## src/rtl/npu_pkg.sv

```systemverilog
// Shared NPU definitions: score/index width defaults, argmax FSM encoding
// and the output-mux select codes that read back the argmax results.
package npu_pkg;
    localparam int NPU_DATA_W = 16;
    localparam int NPU_IDX_W  = 8;

    localparam logic [1:0] ST_IDLE = 2'd0;
    localparam logic [1:0] ST_SCAN = 2'd1;
    localparam logic [1:0] ST_DONE = 2'd2;

    localparam logic [2:0] SEL_INDEX = 3'b010;
    localparam logic [2:0] SEL_MSB   = 3'b011;
    localparam logic [2:0] SEL_LSB   = 3'b100;
endpackage

```

## src/rtl/argmax_tracker.sv

```systemverilog
// Tracks the largest signed score and its index over one NPU result scan and
// holds the published result for the output mux until the next publish.
module argmax_tracker
    import npu_pkg::*;
#(
    parameter int DATA_W = NPU_DATA_W,
    parameter int IDX_W  = NPU_IDX_W
) (
    input  logic              clk,
    input  logic              rst_n,
    input  logic              start,
    input  logic              in_valid,
    input  logic [DATA_W-1:0] in_data,
    input  logic              in_last,
    output logic              in_ready,
    output logic              busy,
    output logic              done,
    output logic              overflow,
    output logic [IDX_W-1:0]  index_data,
    output logic [7:0]        msb_largest_data,
    output logic [7:0]        lsb_largest_data
);

    logic [1:0]               state_r;
    logic [1:0]               state_nxt_s;
    logic                     scan_r;
    logic                     done_r;
    logic                     overflow_r;
    logic [IDX_W:0]           cnt_r;
    logic                     max_vld_r;
    logic signed [DATA_W-1:0] max_r;
    logic [IDX_W-1:0]         max_idx_r;
    logic [DATA_W-1:0]        res_val_r;
    logic [IDX_W-1:0]         res_idx_r;

    logic                     accept_s;
    logic                     take_s;
    logic signed [DATA_W-1:0] new_max_s;
    logic [IDX_W-1:0]         new_idx_s;

    // Beat acceptance and running-max candidate; beats past the index range never compete.
    always_comb begin
        accept_s  = in_valid && scan_r && !start;
        take_s    = 1'b0;
        new_max_s = max_r;
        new_idx_s = max_idx_r;
        if (accept_s && !cnt_r[IDX_W] && (!max_vld_r || ($signed(in_data) > max_r))) begin
            take_s    = 1'b1;
            new_max_s = $signed(in_data);
            new_idx_s = cnt_r[IDX_W-1:0];
        end else begin
            take_s    = 1'b0;
        end
    end

    // Next-state logic; start overrides everything, including an in-flight scan.
    always_comb begin
        state_nxt_s = state_r;
        if (start) begin
            state_nxt_s = ST_SCAN;
        end else begin
            case (state_r)
                ST_IDLE: state_nxt_s = ST_IDLE;
                ST_SCAN: begin
                    if (accept_s && in_last) begin
                        state_nxt_s = ST_DONE;
                    end else begin
                        state_nxt_s = ST_SCAN;
                    end
                end
                ST_DONE: state_nxt_s = ST_DONE;
                default: state_nxt_s = ST_IDLE;
            endcase
        end
    end

    // State register with status flags decoded from the next state so they are registered.
    always_ff @(posedge clk or negedge rst_n) begin
        if (!rst_n) begin
            state_r <= ST_IDLE;
            scan_r  <= 1'b0;
            done_r  <= 1'b0;
        end else begin
            state_r <= state_nxt_s;
            scan_r  <= (state_nxt_s == ST_SCAN);
            done_r  <= (state_nxt_s == ST_DONE);
        end
    end

    // Running max, beat counter and published results; start leaves the published results untouched.
    always_ff @(posedge clk or negedge rst_n) begin
        if (!rst_n) begin
            cnt_r      <= '0;
            max_vld_r  <= 1'b0;
            max_r      <= '0;
            max_idx_r  <= '0;
            overflow_r <= 1'b0;
            res_val_r  <= '0;
            res_idx_r  <= '0;
        end else if (start) begin
            cnt_r      <= '0;
            max_vld_r  <= 1'b0;
            overflow_r <= 1'b0;
        end else if (accept_s) begin
            if (cnt_r[IDX_W]) begin
                overflow_r <= 1'b1;
            end else begin
                cnt_r <= cnt_r + {{IDX_W{1'b0}}, 1'b1};
            end
            if (take_s) begin
                max_r     <= new_max_s;
                max_idx_r <= new_idx_s;
                max_vld_r <= 1'b1;
            end
            if (in_last) begin
                res_val_r <= new_max_s;
                res_idx_r <= new_idx_s;
            end
        end
    end

    assign in_ready         = scan_r;
    assign busy             = scan_r;
    assign done             = done_r;
    assign overflow         = overflow_r;
    assign index_data       = res_idx_r;
    assign msb_largest_data = res_val_r[DATA_W-1:DATA_W-8];
    assign lsb_largest_data = res_val_r[7:0];

endmodule
```

## config.mk

```make
export PLATFORM = sky130hd
export DESIGN_NAME = argmax_tracker
export DESIGN_NICKNAME = d
export VERILOG_FILES = /design/src/rtl/npu_pkg.sv /design/src/rtl/argmax_tracker.sv
export SDC_FILE = /design/constraint.sdc
export NUM_CORES = 1
export LEC_CHECK = 0
export ABC_AREA = 1
export CAP_MARGIN = 20
export CORE_UTILIZATION = 46
export CTS_BUF_LIST = sky130_fd_sc_hd__clkbuf_4
export CTS_CLUSTER_DIAMETER = 100
export DETAILED_ROUTE_END_ITERATION = 8
export GPL_TIMING_DRIVEN = 0
export MAX_ROUTING_LAYER = met4
export PLACE_DENSITY = 0.74
export RECOVER_POWER = 50
export SYNTH_ARGS = -nofsm -noshare
export SYNTH_HDL_FRONTEND = slang
export SYNTH_SLANG_ARGS = --single-unit
```

## constraint.sdc

```tcl
create_clock -name clk -period 2.11 [get_ports clk]
set_input_delay 0.211 -clock clk [delete_from_list [all_inputs] [get_ports clk]]
set_output_delay 0.211 -clock clk [all_outputs]
set_load 0.01 [all_outputs]
```

# Yosys cells after proc, flatten, opt, wreduce, memory -nomap -nowiden
# Index checks and enable logic that the tools add are counted.
# op_classes
n_addsub	1
n_lt_le_gt_ge	1
eq_ne	5
muxes	15
n_bitwise	1
reduce_logical	17
# ops
operator	n
9-bit two-way mux	3
16-bit > comparator	1
16-bit two-way mux	1
9-bit by 1-bit adder with 9-bit output (second input constant)	1
8-bit two-way mux	1
1-bit two-way mux	7
2-bit AND reduction	3
3-bit AND reduction	2
2-bit nonzero test	3
1-bit logical AND	5
2-bit by 1-bit == test with 1-bit output (second input constant)	2
2-bit == test (second input constant)	2
2-bit two-way mux	2
2-bit one-hot mux with 2 select lines	1
1-bit logical NOT	3
2-bit inequality test (second input constant)	1
1-bit logical OR	1
1-bit inverter	1
# totals
ff_bits	63
inputBits	21
word_cells	51

# Logic depth before layout (Yosys ltp)
# depth
word_depth	8
mapped_depth	18

# Worst setup path before layout
# OpenSTA, ideal clock, no wires.
# synth_timing
path_kind	register to register
start	register max_r[15]
end	register max_idx_r[0]
t_arrival_ns	1.718
required_ns	1.991
path_slack_ns	0.273
path_stages_with_launch	15
n_path_buf	1
path_cell_list	dfrtp_1 inv_1 ha_1 a21oi_1 o21ai_0 a21oi_1 nand2_1 nand2_1 nand2_1 nand2_2 nand2_4 nand2_4 buf_6 nand2_2 and2_1
# synth_via
elab_chain_cells	5
# synth_lines
item	line	rtl
start, declared	argmax_tracker.sv:31	logic signed [DATA_W-1:0] max_r;
start signal, assigned	argmax_tracker.sv:111	max_r <= new_max_s;
16-bit > comparator *	argmax_tracker.sv:47	if (accept_s && !cnt_r[IDX_W] && (!max_vld_r || ($signed(in_data) > max_r))) begin
1-bit logical OR *	argmax_tracker.sv:47	
1-bit logical AND *	argmax_tracker.sv:47	
1-bit two-way mux	argmax_tracker.sv:47	
3-bit AND reduction (no line)	-	
end signal, assigned	argmax_tracker.sv:112	max_idx_r <= new_idx_s;
end, declared	argmax_tracker.sv:32	logic [IDX_W-1:0] max_idx_r;
# Mark *: on every way between the ends. The rest lies on a longest branch, timed or not.
# A chain may end at the register's enable or synchronous reset.

# Final worst setup path
# layout_timing
start	register max_r[11]
end	register max_idx_r[5]
# The elaborated chain is that of the path after synthesis.

==> flow_summary.ini <==
[drt]
vias_per_cell = 4.95
detailedRoute.firstPassIterationCount = 4
detail_route.iter0.violations = 95
antenna_violating_nets_post_route = 0
detail_route.drc_violations = 0
detail_route.wirelength_mm = 7.50
routed_wire_length_per_instance_um = 13.4
detailroute.via_count = 2761

[global_routing]
grt_antenna_before_repair = 0
grt_use_total_pct = 20.4
vias_in_the_first_global_route = 2655
grt_start_max_net_pins = 64
grtUsageMet2_pct = 32.6
busiest_layer = met2
global_route_wire_length_before_repair_mm = 11.4
grt.overflow.total = 0
global_route.usage.met3_pct = 4.72
grtUsageMet1_pct = 25.1

[yosys]
ys_ff_latch = 63
post-synth-top-count-cell = sky130_fd_sc_hd__nand2_1
synth_top_cells_by_count = sky130_fd_sc_hd__nand2_1, sky130_fd_sc_hd__inv_1, sky130_fd_sc_hd__dfrtp_1
yosys.area.top_type_share_pct = 48.4
synth_flop_cell = sky130_fd_sc_hd__dfrtp_1
post_synth.cell_area_avg_um2 = 8.35
yosysTopAreaCell = sky130_fd_sc_hd__dfrtp_1
post_synthesis_cell_type_count = 24
yosys_warnings = 0
mappedNetlistNets = 430
synthesis.area_um2 = 3260
sequential_area_share_after_synthesis_pct = 48.4
synth_edf_count = 0
asyncSetResetFlopFracSynth_pct = 100
synth_top_cells_by_area = sky130_fd_sc_hd__dfrtp_1, sky130_fd_sc_hd__nand2_1, sky130_fd_sc_hd__nand3_1
syn_inst = 390

[floorplanning]
core_um2 = 6830
fp.dieH_um = 86.1
total_i_o_pin_count = 49
start_util_pct = 47.7
die-area_um2 = 7420
fp-row-count = 30
die_x_um = 86.1

[worst_setup_path]
critical_path.startpoint = max_r[11]
crit_fanout = 7
start_kind = flip-flop
timing.critical_path.to_type = flip-flop
worst_ep_required_time_ns = 2.40
timing.reg2reg.worst_path_depth = 12
crit_chain = inv_2 > ha_4 > nand4_1 > nor3_2 > buf_4 > nand4_1 > nand2_2 > nand2_8 > nand2_8 > clkbuf_16 > nand2_2 > and2_1
worstSetupPathDepth = 12
cpPeakStageDelay_ns = 0.36
critical_path_class = flip-flop to flip-flop
crit_arrival_ns = 2.45
crit_family = simple AND/OR/NAND/NOR gates
critical_path_buf_inv_count = 3
crit-reg2reg-launch = max_r[11]
reg2reg_slack_ns = -0.05
crit_path_top_delay_cell = sky130_fd_sc_hd__dfrtp_1

[status]
outcome = complete, but fails checks
violations = capacitance limit, slew limit, setup timing

[power_and_ir_drop]
pwr_density_cell_nw_per_um2 = 1010
power.sequential.fraction_pct = 37.6
power.internal_mw = 2.98
power.net_switching_mw = 1.50
vdd.ir_drop.worst_v = 0.000506
power.share.switching_pct = 33.4
power.combinational.fraction_pct = 41.6
fin_total_pwr_mw = 4.48
total_leakage_power_nw = 2.18
power.clock.fraction_pct = 20.8

[final_layout]
finalNonFillerCells = 558
footprint_of_the_multi_input_gates_um2 = 1610
insertedDiodeCount = 0
n_fill_cell = 558
fin_util_pct = 65.0
area_growth_pct = 36.3
final_nets = 497
area.sequential_um2 = 1580
post_route_cells_drive_above_1_share_pct = 23.6

[sta]
max-slew-margin-rel_pct = -3.60
tightest_slew_ns = 1.55
worst_slack_ns = -0.0521
fin_tns_setup_ns = -0.630
final_max_slew_viol_count = 64
layout_min_cycle_time_ns = 2.16
finalSetupViolCount = 35
max_freq_mhz = 463
post-route-period-util_pct = 102
finalHoldViolCount = 0
grt_setup_unrepaired = yes
final.setup_skew_ns = 0.0172

[cts]
clkSlewWorstSetupHoldPaths_ns = 0.11
numCtsBuffers = 9
clock_path_buffers = 2
cts-htree-levels = 3
clk_sink_count = 63
cts_tree = yes
worst_skew_pair.late_latency_ns = 0.41
root_buffer_cell = sky130_fd_sc_hd__clkbuf_4

[placed_design]
place.detailed.instances = 533
number_of_port_buffers = 47
detailed_place_hpwl_mm = 4.63
place_congestion = 0.841

[worst_hold_path]
hold_path.class = input port to flip-flop
hold_path_depth = 2
hp-start = start

[job]
max_cap_viol_count = 1
-- kinds of logic (layout without fill, tap and decap cells) --
family | after synthesis | in the layout | synth area share (%)
adder cells (fa/ha/maj) | 19 | 19 | 7.30
XOR/XNOR | 3 | 3 | 0.807
buffers and inverters | 83 | 155 | 10.7
AND/OR/NAND/NOR | 199 | 199 | 29.0
AO/OA/AOI/OAI | 23 | 23 | 3.80
flip-flops | 63 | 63 | 48.4
-- registers in the layout, summed over array words and instances, names as in the netlist --
register    count
done            1
max_idx_r       8
max_vld_r       1
busy            1
overflow        1
res_val_r      16
max_r          16
cnt_r           9
index_data      8
state_r         2
-- what timing repair did --
| item | 4_1_cts | 5_1_grt |
|---|---|---|
| endpoints found under the setup margin | 0 | 46 |
| setup buffers | 0 | 4 |
| gates resized for setup | 0 | 71 |
| hold endpoints to repair | 63 | 0 |
| hold buffers | 1 | 0 |
-- worst paths after layout --
path | end
worst max register to register | max_idx_r[5]
worst min register to register | index_data[4]
min in group asynchronous | done
worst min-delay path | cnt_r[8]
worst max-delay path | max_idx_r[5]
max in group asynchronous | res_val_r[4]
-- metal layers --
metal | share of wire [%] | vias to the layer above
met4 | 2.7 | 0
met2 | 49 | 68
met1 | 44 | 1321
met3 | 4.4 | 20
li1 | - | 1352
met5 | 0 | -
-- power groups by stage --
| stage | logic [mW] | clock network [mW] | registers (mW) |
|---|---|---|---|
| final | 1.86 | 0.930 | 1.68 |
| after floorplan | 0.817 | 0 | 1.76 |
| after CTS | 1.48 | 0.942 | 1.67 |
| after global routing | 2.07 | 0.985 | 1.72 |
| after global placement | 1.44 | 0 | 1.69 |
| after detailed placement | 1.47 | 0 | 1.69 |
-- cell type report --
type                            instances  area share [%]
Clock inverter                          5            1.64
Tap cell                               96            2.71
Sequential cell                        63            35.5
Multi-Input combinational cell        244            36.2
Inverter                               70            5.92
Timing Repair Buffer                   56            13.7
Clock buffer                           11            1.86
Buffer                                 13            2.45
-- stage by stage --
step	instance area, µm²	worst slack, ns	hold WS, ns
2_1_floorplan	3260	0.273	-0.0846
3_3_place_gp	3850	-1.26	0.461
3_5_place_dp	3840	-0.297	0.358
4_1_cts	4010	0.00155	0.160
5_1_grt	4440	-0.206	0.194
6_report	4440	-0.0521	0.176
-- layout by cell type, fill, tap and decap left out, drive strengths merged --
cell             n
nor3             4
o22ai            4
dlygate4sd3      1
nor2             8
xor2             2
ha              19
bufinv           2
nand3           56
clkdlybuf4s50   46
buf             14
clkbuf          19
o32ai            1
o21ai            7
nand4            3
xnor2            1
a21oi           11
nand2          104
clkinv           4
and2            24
inv             69
dfrtp           63
No activity file was read; power rests on OpenSTA's default activity.
